File: config.mk
export PLATFORM = sky130hd
export DESIGN_NAME = mult_arbiter
export DESIGN_NICKNAME = d
export VERILOG_FILES = /design/src/rtl/mult_arbiter_pkg.sv /design/src/rtl/mult_arbiter_mult.sv /design/src/rtl/mult_arbiter.sv
export SDC_FILE = /design/constraint.sdc
export NUM_CORES = 2
export LEC_CHECK = 0
export ABC_AREA = 1
export CAP_MARGIN = 0
export CORE_ASPECT_RATIO = 1.2
export CORE_MARGIN = 5
export CORE_UTILIZATION = 28
export CTS_CLUSTER_DIAMETER = 30
export DETAILED_ROUTE_END_ITERATION = 7
export PLACE_DENSITY = 0.41
export SLEW_MARGIN = 20
export SYNTH_ARGS = -nofsm -noshare
export SYNTH_HDL_FRONTEND = slang
export SYNTH_HIERARCHICAL = 1
export SYNTH_SLANG_ARGS = --single-unit
File: constraint.sdc
create_clock -name clk -period 7.1 [get_ports clk]
set_input_delay 1.42 -clock clk [delete_from_list [all_inputs] [get_ports clk]]
set_output_delay 1.42 -clock clk [all_outputs]
set_load 0.05 [all_outputs]
File: src/rtl/mult_arbiter_pkg.sv
// Shared widths and types for the round-robin multiplier arbiter.
package mult_arbiter_pkg;
    localparam int OPW   = 24;
    localparam int PRODW = 48;

    typedef logic [OPW-1:0]   op_t;
    typedef logic [PRODW-1:0] prod_t;
endpackage

File: src/rtl/mult_arbiter_mult.sv
// Full-width unsigned multiplier shared by all requesters; purely combinational.
module Int_Multiplier
    import mult_arbiter_pkg::*;
(
    input  logic [OPW-1:0]   a,
    input  logic [OPW-1:0]   b,
    output logic [PRODW-1:0] p
);
    assign p = PRODW'(a) * PRODW'(b);
endmodule

File: src/rtl/mult_arbiter.sv
// Round-robin arbiter feeding one shared 24x24 multiplier through a 2-stage
// pipeline (S1 operands, S2 product) with backpressure from resp_ready.
module mult_arbiter
    import mult_arbiter_pkg::*;
#(
    parameter int NREQ = 4,
    parameter int IDW  = $clog2(NREQ)
) (
    input  logic                clk,
    input  logic                rst,
    input  logic [NREQ-1:0]     req_valid,
    output logic [NREQ-1:0]     req_ready,
    input  logic [NREQ*OPW-1:0] req_a,
    input  logic [NREQ*OPW-1:0] req_b,
    output logic                resp_valid,
    input  logic                resp_ready,
    output logic [IDW-1:0]      resp_id,
    output logic [PRODW-1:0]    resp_product,
    output logic                busy
);
    logic           s1_vld_q, s1_vld_d;
    logic [IDW-1:0] s1_id_q, s1_id_d;
    op_t            s1_a_q, s1_a_d, s1_b_q, s1_b_d;
    logic           s2_vld_q, s2_vld_d;
    logic [IDW-1:0] s2_id_q, s2_id_d;
    prod_t          s2_prod_q, s2_prod_d;
    logic [IDW-1:0] ptr_q, ptr_d;

    logic           s2_free, s1_ld, gnt_any, accept;
    logic [IDW-1:0] gnt_id;
    prod_t          mul_p;
    int             idx;

    Int_Multiplier u_mul (
        .a (s1_a_q),
        .b (s1_b_q),
        .p (mul_p)
    );

    always_comb begin
        s2_free = !s2_vld_q || resp_ready;
        s1_ld   = !s1_vld_q || s2_free;

        // First valid requester at or above the pointer, wrapping mod NREQ.
        gnt_any = 1'b0;
        gnt_id  = '0;
        idx     = 0;
        for (int k = 0; k < NREQ; k++) begin
            idx = int'(ptr_q) + k;
            if (idx >= NREQ) idx = idx - NREQ;
            if (!gnt_any && req_valid[idx]) begin
                gnt_any = 1'b1;
                gnt_id  = IDW'(idx);
            end
        end

        req_ready = '0;
        if (gnt_any && s1_ld && !rst) req_ready[gnt_id] = 1'b1;
        accept = |req_ready;

        ptr_d = ptr_q;
        if (accept) ptr_d = (gnt_id == IDW'(NREQ-1)) ? '0 : gnt_id + 1'b1;

        s1_vld_d = s1_vld_q;
        s1_id_d  = s1_id_q;
        s1_a_d   = s1_a_q;
        s1_b_d   = s1_b_q;
        if (s1_ld) begin
            s1_vld_d = accept;
            if (accept) begin
                s1_id_d = gnt_id;
                s1_a_d  = req_a[gnt_id*OPW +: OPW];
                s1_b_d  = req_b[gnt_id*OPW +: OPW];
            end
        end

        s2_vld_d  = s2_vld_q;
        s2_id_d   = s2_id_q;
        s2_prod_d = s2_prod_q;
        if (s2_free) begin
            s2_vld_d = s1_vld_q;
            if (s1_vld_q) begin
                s2_id_d   = s1_id_q;
                s2_prod_d = mul_p;
            end
        end
    end

    always_ff @(posedge clk or posedge rst) begin
        if (rst) begin
            s1_vld_q  <= 1'b0;
            s1_id_q   <= '0;
            s1_a_q    <= '0;
            s1_b_q    <= '0;
            s2_vld_q  <= 1'b0;
            s2_id_q   <= '0;
            s2_prod_q <= '0;
            ptr_q     <= '0;
        end else begin
            s1_vld_q  <= s1_vld_d;
            s1_id_q   <= s1_id_d;
            s1_a_q    <= s1_a_d;
            s1_b_q    <= s1_b_d;
            s2_vld_q  <= s2_vld_d;
            s2_id_q   <= s2_id_d;
            s2_prod_q <= s2_prod_d;
            ptr_q     <= ptr_d;
        end
    end

    assign resp_valid   = s2_vld_q;
    assign resp_id      = s2_id_q;
    assign resp_product = s2_prod_q;
    assign busy         = s1_vld_q | s2_vld_q;
endmodule

# ---- Word level (Yosys, flattened, before mapping)
# Index checks and enable logic that the tools add are counted.
dict set report totals {
  input_bits 199
  elab_cells 77
  output_inout_bits 56
  ff_bits 104
}
dict set report op_classes {
  add_sub_neg 8
  shifts 2
  bitwise 1
  muxes 28
  n_eq_ne 1
  reduce_logical 17
  n_mul 2
  n_lt_le_gt_ge 10
}
# operator n
set ops {}
lappend ops {{$shiftx 96x8->24} 2}
lappend ops {{$lt 32x4->1 const B} 4}
lappend ops {{$mux 32} 4}
lappend ops {{$mul 24x24->48} 1}
lappend ops {{$mux 1} 13}
lappend ops {{$sub 3x3->4 const B} 3}
lappend ops {{$mux 2} 5}
lappend ops {{$ge 3x3->1 const B} 3}
lappend ops {{$bmux 1 s2} 4}
lappend ops {{$add 2x2->3 const B} 2}
lappend ops {{$logic_and 1x1->1} 6}
lappend ops {{$logic_not 1->1} 6}
lappend ops {{$mul 2x2->4 const B} 1}
lappend ops {{$mux 4} 1}
lappend ops {{$reduce_and 2->1} 2}
lappend ops {{$reduce_or 4->1} 1}
lappend ops {{$sub 2x3->4 const B} 1}
lappend ops {{$add 2x1->3 const B} 1}
lappend ops {{$ge 2x3->1 const B} 1}
lappend ops {{$lt 2x3->1 const B} 1}
lappend ops {{$add 2x1->2 const B} 1}
lappend ops {{$demux 1 s2} 1}
lappend ops {{$eq 2x2->1 const B} 1}
lappend ops {{$ge 2x1->1 const B} 1}
lappend ops {{other kinds (2)} 3}

# ---- Depth between registers and ports, before layout
dict set report depth {
  ltp_word 22
  depth_mapped 30
  depth_no_buf 29
}

# ---- Cells and area by module
# Netlist, hierarchy kept.
# mod instances cells_per_inst seq_area_each_um2 area_each_um2
set modules_own_cells {}
lappend modules_own_cells {Int_Multiplier 1 2876 0.0 20571.0}
lappend modules_own_cells {mult_arbiter 1 942 2602.5 6682.7}

# ---- Worst setup path after synthesis
# OpenSTA, ideal clock, no wires.
dict set report synth_timing {
  path_kind {in2out}
  from {in rst}
  to {out req_ready[0]}
  required_time_ns 5.680
  stages 3
  n_path_buf 0
  t_arrival_ns 5.187
  setup_slack_ns 0.493
  path_cell_list {inv_1 -> nand3_2 -> nor3_1}
}
dict set report synth_via {
  elab_chain_len 3
}
# item line_no
set synth_lines {}
lappend synth_lines {{start: declaration} mult_arbiter.sv:10} ;# input logic rst,
lappend synth_lines {{$logic_not 1->1 (no source line)} --}
lappend synth_lines {{$logic_and 1x1->1} mult_arbiter.sv:58} ;# if (gnt_any && s1_ld && !rst) req_ready[gnt_id] = 1'b1;
lappend synth_lines {{$mux 4} mult_arbiter.sv:58}
lappend synth_lines {{end: declaration} mult_arbiter.sv:12} ;# output logic [NREQ-1:0] req_ready,
# Every way passes these cells.

# ---- Final worst setup path
dict set report layout_timing {
  from {reg s1_b_q[12]}
  to {reg s2_prod_q[39] (netlist: resp_product[39])}
}
dict set report layout_via {
  elab_chain_len 1
}
# item line_no
set layout_lines {}
lappend layout_lines {{start: declaration} mult_arbiter.sv:23} ;# op_t s1_a_q, s1_a_d, s1_b_q, s1_b_d;
lappend layout_lines {{start signal: assignment} mult_arbiter.sv:94} ;# s1_b_q <= '0;
lappend layout_lines {{start signal: assignment} mult_arbiter.sv:103} ;# s1_b_q <= s1_b_d;
lappend layout_lines {{$mul 24x24->48} mult_arbiter_mult.sv:9} ;# assign p = PRODW'(a) * PRODW'(b);
lappend layout_lines {{net mul_p[39]} mult_arbiter.sv:31} ;# prod_t mul_p;
lappend layout_lines {{end signal: assignment} mult_arbiter.sv:106} ;# s2_prod_q <= s2_prod_d;
lappend layout_lines {{end: declaration} mult_arbiter.sv:26} ;# prod_t s2_prod_q, s2_prod_d;
# The timed path passes the listed nets, and every way through them passes these cells.
# A chain may end at the register's enable or synchronous reset.

==> run_results.csv <==
group,metric,value,unit
clock_tree,ctsHoldBuffers,0,
synthesis,synth.most_common_cell,"nand2_1",
clock_tree,clk_latency,0.41,ns
outcome,status,"finished, final reports clean",
route,first_pass_iters,5,
setup_path,cp_slowest_cell,"dfrtp_1",
clock_tree,path_clk_slew,0.08,ns
synthesis,synth_area_per_cell,7.14,um2
sta,finalHoldViolCount,0,
synthesis,synth_top_cell_area_share,0.354,
synthesis,yosys_warnings,6,
global_route,overflow,0,
die,num_rows,125,
place,place.gp.congestion,0.847,
global_route,grt_max_degree,97,
place,portBuffers,254,
finish,area_growth_syn_to_layout,16.7,%
die,io_pins,255,
sta,timing.final.ws_setup,0.458,ns
clock_tree,cts_buffer_depth,2,
synthesis,synth_edf_count,0,
setup_path,crit_type,"register to register",
clock_tree,cts_tree,"done",
setup_path,cp-start-kind,"register",
place,dpl.hpwl,79000,um
finish,nNetsFinal,4873,
die,die_x,295,um
job,cap_violations,0,
route,vias,22982,
route,ant_nets,0,
sta,period_share,0.935,
die,die_h,352,um
setup_path,crit_arrival,6.93,ns
synthesis,synth-seq-cells,104,
sta,period_needed,6.64,ns
hold_path,hold_path_depth,2,
setup_path,reg2regPathDepth,25,
finish,drive_gt1_frac,0.0570,
route,drt_wl_total,94100,um
route,drt-initial-drc-count,988,
hold_path,hold_path.class,"register to register",
die,initial_core_util,0.282,
synthesis,synthCells,3818,
route,drt-wirelength-per-cell,17.8,um
die,fp.coreArea,96800,um2
global_route,grt_pass1_wl,150000,um
setup_path,crit_top_cell,"fa_1",
clock_tree,h-tree-depth,3,
sta,finClkSkew,0.0206,ns
clock_tree,cts-root-buf,"clkbuf_16",
setup_path,required,7.39,ns
synthesis,yosysSeqAreaShare,0.0955,
synthesis,ys.flop_type,"dfrtp_1",
clock_tree,numClockSinks,104,
clock_tree,cts-buffers-inserted,9,
place,pre_cts_ws,0.356,ns
global_route,antenna_found_initial,2,
synthesis,netlist_area,27300,um2
sta,grt_setup_unrepaired,"no",
synthesis,synth_cell_types,34,
setup_path,crit_path_end_kind,"register",
sta,final-setup-viol-count,0,
sta,max_freq,151,MHz
sta,drv_slew,0,
setup_path,crit_fanout,13,
synthesis,ys_async_sr_fraction,1.00,
route,drc,0,
synthesis,yosys-top-cells-count,"1279 x nand2_1, 1118 x inv_1, 482 x fa_1",
sta,relSlewSlack,0.246,
setup_path,critPathMaxStageDelay,0.65,ns
synthesis,synth_nets,4675,
synthesis,yosys-top-cells-area,"fa_1 35%, nand2_1 18%, inv_1 15%",
die,die_area,104000,um2
route,avgViaCountPerCell,4.34,
global_route,first_global_vias,25482,
global_route,grt_usage,0.186,
synthesis,synth_top_area_cell,"fa_1",
sta,tightest_slew,1.13,ns
sta,finalSetupTns,0,ns
critical path: cells and delay by family (launching register included):
| family | cells | cell delay [ns] |
|---|---|---|
| adder cells (fa/ha/maj) | 8 | 3.94 |
| AND/OR/NAND/NOR | 10 | 1.11 |
| flip-flops | 1 | 0.65 |
| buffers and inverters | 6 | 0.58 |
| multiplexers | 1 | 0.25 |
path summary, 6_finish.rpt:
path	start	slack (ns)	to
max in group asynchronous	rst	4.69	s1_a_q[11]
worst min register to register	resp_id[0]	0.50	resp_id[0]
worst max-delay path	s1_b_q[12]	0.46	resp_product[39]
worst max register to register	s1_b_q[12]	0.46	resp_product[39]
min in group asynchronous	rst	1.39	ptr_q[0]
worst min-delay path	resp_id[0]	0.50	resp_id[0]
layout by cell type, fill, tap and decap left out, types with 3 or more instances in the layout:
cell,Yosys,layout
xnor2_1,6,6
buf_12,0,3
ha_1,176,176
nand3_4,0,3
inv_2,10,10
nand2_1,1279,1277
fa_1,482,482
nor2_4,5,5
clkdlybuf4s50_1,0,254
clkinv_4,0,3
inv_1,1118,1117
clkbuf_16,0,9
buf_4,9,98
a31oi_1,5,5
nand4_1,99,99
o21ai_0,5,5
nand3_2,12,10
a21oi_1,29,29
nor2_1,65,65
mux2_2,48,48
xor2_1,21,21
nand2_2,19,21
dfrtp_1,104,102
o21bai_1,6,6
clkinv_8,0,4
nand3_1,136,135
nor2_2,8,8
nor3_1,5,5
area by class of cell:
class	instances	area, um2
inverter	1129	4250
clock inverter	7	91.3
multi-input combinational	2417	19700
antenna	2	5.00
clock buffer	9	225
tap	1270	1590
sequential	104	2610
timing repair buffer	355	3340
fill	10572	65000
through the flow:
stage	instance area [um2]	hold WS, ns	std cells	util
after global routing	31800	0.539	5293	0.328
final	31800	0.501	5293	0.328
after CTS	31800	0.503	5291	0.328
after floorplan	27300	0.483	3818	-
after detailed placement	31500	0.480	5275	0.325
after global placement	31500	0.466	5275	0.325
flip-flops by register name, indices dropped and copies added (netlist names):
name,cells
ptr_q,2
resp_valid,1
resp_product,48
s1_id_q,2
s1_b_q,24
s1_vld_q,1
s1_a_q,24
resp_id,2
cell families after synthesis:
kind of cell | synth area share
AO/OA/AOI/OAI | 0.0100
XOR/XNOR | 0.00868
adder cells (fa/ha/maj) | 0.435
buffers and inverters | 0.183
flip-flops | 0.0955
multiplexers | 0.0198
AND/OR/NAND/NOR | 0.248
what timing repair did:
item,CTS,global route
endpoints found under the setup margin,0,2
resized for setup,0,2
buffers inserted,0,0
layer usage:
metal / wire, um / global-route usage / share of wire / vias to the layer above
met2: 51700 / 0.366 / 0.55 / 298
met5: 0 / 0 / 0 / -
met3: 1800 / 0.0108 / 0.019 / 63
li1: - / - / - / 11240
met1: 39000 / 0.224 / 0.42 / 11381
met4: 1530 / 0.0357 / 0.016 / 0
Power is left out: the tool's default activity adds up to more than one toggle a clock period on the data nets, which glitch-free logic cannot reach.
